$ cat src/rtl/pc_pkg.sv
// Shared definitions for the PC / history unit: default geometry,
// index-width helpers and the PC word type.
package pc_pkg;

    localparam int          DEF_WIDTH    = 32;
    localparam int          DEF_DEPTH    = 4;
    localparam logic [31:0] DEF_RESET_PC = 32'h0000_0000;

    // Bits needed to index DEPTH entries (at least one bit).
    function automatic int idx_w(input int depth);
        return (depth <= 2) ? 1 : $clog2(depth);
    endfunction

    // Bits needed to hold an occupancy count of 0..DEPTH.
    function automatic int cnt_w(input int depth);
        return $clog2(depth + 1);
    endfunction

    typedef logic [DEF_WIDTH-1:0] pc_t;

endpackage

$ cat src/rtl/pc_hist_buf.sv
// Shift-register history of past PC values. Entry 0 is the newest.
// Pushing while full drops the oldest entry. Flush clears all entries.
module pc_hist_buf
    import pc_pkg::*;
#(
    parameter int  WIDTH = DEF_WIDTH,
    parameter int  DEPTH = DEF_DEPTH,
    localparam int IW    = idx_w(DEPTH),
    localparam int CW    = cnt_w(DEPTH)
) (
    input  logic             clk,
    input  logic             rst,
    input  logic             push,
    input  logic             flush,
    input  logic [WIDTH-1:0] pc_in,
    input  logic [IW-1:0]    rd_idx,
    output logic [WIDTH-1:0] newest,
    output logic [WIDTH-1:0] hist,
    output logic [CW-1:0]    count,
    output logic             full
);

    logic [WIDTH-1:0] ent [DEPTH];

    assign full = (count == CW'(DEPTH));

    // Entry storage: reset and flush clear everything, push shifts in pc_in.
    always_ff @(posedge clk) begin
        if (rst || flush) begin
            for (int i = 0; i < DEPTH; i++) ent[i] <= '0;
        end else if (push) begin
            for (int i = DEPTH - 1; i > 0; i--) ent[i] <= ent[i-1];
            ent[0] <= pc_in;
        end
    end

    // Occupancy count, saturating at DEPTH since the oldest entry is dropped.
    always_ff @(posedge clk) begin
        if (rst || flush) begin
            count <= '0;
        end else if (push && !full) begin
            count <= count + 1'b1;
        end
    end

    // Combinational reads; anything beyond the valid range reads as zero.
    always_comb begin
        hist   = '0;
        newest = '0;
        if (CW'(rd_idx) < count) hist = ent[rd_idx];
        if (count != '0)         newest = ent[0];
    end

endmodule

$ cat src/rtl/pc_hist_unit.sv
// Program counter register with conditional write qualification and a
// history of previous PC values. Optional alignment check enabled by the
// macro PC_ALIGN_CHECK_EN: misaligned writes are dropped and flagged.
module pc_hist_unit
    import pc_pkg::*;
#(
    parameter int               WIDTH    = DEF_WIDTH,
    parameter int               DEPTH    = DEF_DEPTH,
    parameter logic [WIDTH-1:0] RESET_PC = WIDTH'(DEF_RESET_PC),
    localparam int              IW       = idx_w(DEPTH),
    localparam int              CW       = cnt_w(DEPTH)
) (
    input  logic             CLK,
    input  logic             RST,
    input  logic             PCWr,
    input  logic             PCWrCond,
    input  logic             Cond,
    input  logic [WIDTH-1:0] PC_D,
    input  logic             PColdWr,
    input  logic             Flush,
    input  logic [IW-1:0]    Rd_Idx,
    output logic [WIDTH-1:0] PC_Q,
    output logic [WIDTH-1:0] PC_old_Q,
    output logic [WIDTH-1:0] PC_hist_Q,
    output logic [CW-1:0]    Count,
    output logic             Full,
    output logic             Misalign
);

    logic wr_req;
    logic wr_en;

    assign wr_req = PCWr | (PCWrCond & Cond);

`ifdef PC_ALIGN_CHECK_EN
    logic bad_align;

    assign bad_align = wr_req & (PC_D[1:0] != 2'b00);
    assign wr_en     = wr_req & ~bad_align;

    // Sticky misalignment flag, cleared only by reset.
    always_ff @(posedge CLK) begin
        if (RST) begin
            Misalign <= 1'b0;
        end else if (bad_align) begin
            Misalign <= 1'b1;
        end
    end
`else
    assign wr_en    = wr_req;
    assign Misalign = 1'b0;
`endif

    // PC register: loads PC_D on a qualified write, otherwise holds.
    always_ff @(posedge CLK) begin
        if (RST) begin
            PC_Q <= RESET_PC;
        end else if (wr_en) begin
            PC_Q <= PC_D;
        end
    end

    // History captures the pre-edge PC value on each push.
    pc_hist_buf #(
        .WIDTH (WIDTH),
        .DEPTH (DEPTH)
    ) u_buf (
        .clk    (CLK),
        .rst    (RST),
        .push   (PColdWr),
        .flush  (Flush),
        .pc_in  (PC_Q),
        .rd_idx (Rd_Idx),
        .newest (PC_old_Q),
        .hist   (PC_hist_Q),
        .count  (Count),
        .full   (Full)
    );

endmodule

$ cat config.mk
export PLATFORM = sky130hd
export DESIGN_NAME = pc_hist_unit
export DESIGN_NICKNAME = d
export VERILOG_FILES = /design/src/rtl/pc_pkg.sv /design/src/rtl/pc_hist_buf.sv /design/src/rtl/pc_hist_unit.sv
export SDC_FILE = /design/constraint.sdc
export NUM_CORES = 1
export LEC_CHECK = 0
export CORE_ASPECT_RATIO = 1.4
export CORE_MARGIN = 2
export CORE_UTILIZATION = 46
export CTS_CLUSTER_SIZE = 30
export DETAILED_ROUTE_END_ITERATION = 10
export PLACE_DENSITY = 0.72
export SLEW_MARGIN = 10
export SYNTH_ARGS = -nofsm -noshare
export SYNTH_HDL_FRONTEND = slang
export SYNTH_SLANG_ARGS = --single-unit
$ cat constraint.sdc
create_clock -name CLK -period 15.3 [get_ports CLK]
set_input_delay 4.59 -clock CLK [delete_from_list [all_inputs] [get_ports CLK]]
set_output_delay 4.59 -clock CLK [all_outputs]
set_load 0.02 [all_outputs]
==> run metrics <==
GRT Total Usage 0.199; Die H 153 µm; Final Non-Filler Cells 880; largest family of logic cells by synthesized area simple AND/OR/NAND/NOR gates; Avg Vias per Cell 5.26; top cells by area, synth edfxtp_1 53%, and2_1 14%, dfxtp_1 9.6%; top cell type's share of synthesized area 0.528; Worst setup EP type output port; GRT Residual Overflow 0; DR WL/cell 17.8 µm; TritonCTS buffer count 17; clk sinks 163; Detailed Routing Iterations Pass 1 6; Worst-Margin Slew 1.11 ns; clk_skew about 0.0067 ns; most frequent cell after synthesis and2_1; # diodes 0; die area 0.0169 mm²; Leakage Power between 3 and 4 nW; Post-synth ARST share 0; FF+latch area roughly 0.0045 mm²; via count 4627; crit path max fanout 33; worst vdd ir 0.0694 mV; CTS hold repair buffers 0; flops & latches, synth 163; PwrDens 107 mW/mm²; Die X ~110 µm; synth cell count leaders 161 x and2_1, 128 x edfxtp_1, 66 x nand2_1, 35 x dfxtp_1, 34 x a21oi_1; Max Clk Rate 84.3 MHz; design area 0.00934 mm²; I/O Buffers 140; post_cts resized 0; Post-Synth XOR/XNOR Area 0.00120; area of the multi-input gates ~0.0025 mm²; clock latency on the worst-skew pair 0.42 ns; Final Wtd Congestion about 0.83; EDFF count, synth approximately 130; RSZ-0062 raised after global routing no; post-route ant nets 0; run status finished, final reports clean; maximum clock path buffer count 2; relative slew slack 0.258; Worst Setup Path Type input pin to output port; number of global-route vias before repair 4752; Startpoint Class input pin; WL final 15.7 mm; clock-pin slew on the worst setup and hold paths 0.06 ns; syn_area_per_cell around 13 µm²; drt drc 0; dpl cells 848; Post-Place Cell Area 0.00877 mm²; simple-gate share of the synthesized area 0.178; Iter 0 DRT Violations 217; H-tree depth 4; CTS tree built; Final Cycle Share 0.775; Synth Area in Compound Gates 0.0606; CP required 10.71 ns; Final Hold Viols 0; Area Growth Syn to Fin 28.2%; Synth Flop Type edfxtp_1; I/O Pins 142; Slew Viols, Final 0; area leader, netlist edfxtp_1; post-DP HPWL 9.93 mm; minimum clock period 11.86 ns; Yosys warning count 0; post-synthesis adder-cell area fraction 0.00515; sequential share of the synthesized area 0.624; CP arrival 7.27 ns; maxcap violations 0; share of post-route cells with drive strength above 1 0.104; mapped cell area 0.00728 mm²; largest net degree at the start of global routing 129; CTS Root Cell clkbuf_16; starting density of the core 0.469; syn nets 592; first-pass GRT wire length 25.4 mm; row count 54; setup TNS 0 ns; initial antenna violation count 0; mux cell area share after synthesis 0.101; nets 715; post-synthesis cell type count 26; cells after synthesis about 550; Post-CTS Setup Bufs 0; Final Setup Violations 0; Layout fillers 1267; CORE AREA 0.0155 mm²; class of the worst hold path flip-flop to flip-flop
==> cell usage in the layout (no fill, tap or decap), drive strengths merged, types with 2 or more instances in the layout <==
master / instances
and2: 161
clkdlybuf4s50: 138
edfxtp: 128
nand2: 66
dfxtp: 35
a21oi: 34
a21boi: 33
mux4: 32
clkbuf: 18
buf: 7
inv: 7
clkinv: 6
ha: 3
clkinvlp: 3
a21o: 2
nor3: 2
==> per-stage QoR <==
step           hold slack, ns  utilization  worst slack (ns)  power, mW
2_1_floorplan           0.514            -              4.97      0.566
3_3_place_gp            0.451        0.564              3.51      0.605
3_5_place_dp            0.457        0.564              3.38      0.607
4_1_cts                 0.466        0.601              3.39       1.01
5_1_grt                 0.481        0.601              3.21       1.03
6_report                0.464        0.601              3.44      0.999
==> path summary, 6_finish.rpt <==
check / start / end / slack [ns] / cells after the start
setup / recovery: Rd_Idx[1] / PC_hist_Q[3] / 3.44 / 5
hold / removal: PC_Q[17] / PC_Q[17] / 0.46 / 2
setup reg to reg: u_buf.count[0] / u_buf.count[1] / 13.74 / 5
hold reg to reg: PC_Q[17] / PC_Q[17] / 0.46 / 2
==> sequential cells by signal, indices dropped and copies added, names as in the netlist <==
| name | count |
|---|---|
| u_buf.ent | 128 |
| PC_Q | 32 |
| u_buf.count | 3 |
==> final cells by class <==
class                   instances  share of cell area
clock buffers                  18              0.0470
clock inverters                14              0.0137
inverters                       3             0.00121
multi-input cells             341               0.272
flip-flops and latches        163               0.487
well taps                     196              0.0263
repair buffers                145               0.153
==> worst max-delay path, stage by stage <==
cell,delay (ns)
buf_2,0.67
ha_1,0.26
a21o_1,0.85
a21boi_0,0.27
clkdlybuf4s50_1,0.61
==> kinds of logic after synthesis <==
logic type | count (synthesis)
other | 1
xor gates and xnor gates | 1
buffers and inverters | 44
DFF | 163
adders and majority gates | 3
muxes | 33
and+or+nand+nor | 233
AOI/OAI and AO/OA | 70
==> routing by layer <==
metal / GRT usage / share of wire
met1: 0.261 / 0.42
met5: 0 / 0
met4: 0.0637 / 0.022
met2: 0.322 / 0.50
met3: 0.0537 / 0.049
==> where the power goes <==
| part | internal (mW) | switching (mW) |
|---|---|---|
| Combinational | 0.0425 | 0.0457 |
| Clock | 0.230 | 0.172 |
| Sequential | 0.497 | 0.0124 |
No activity file was read; power rests on OpenSTA's default activity.
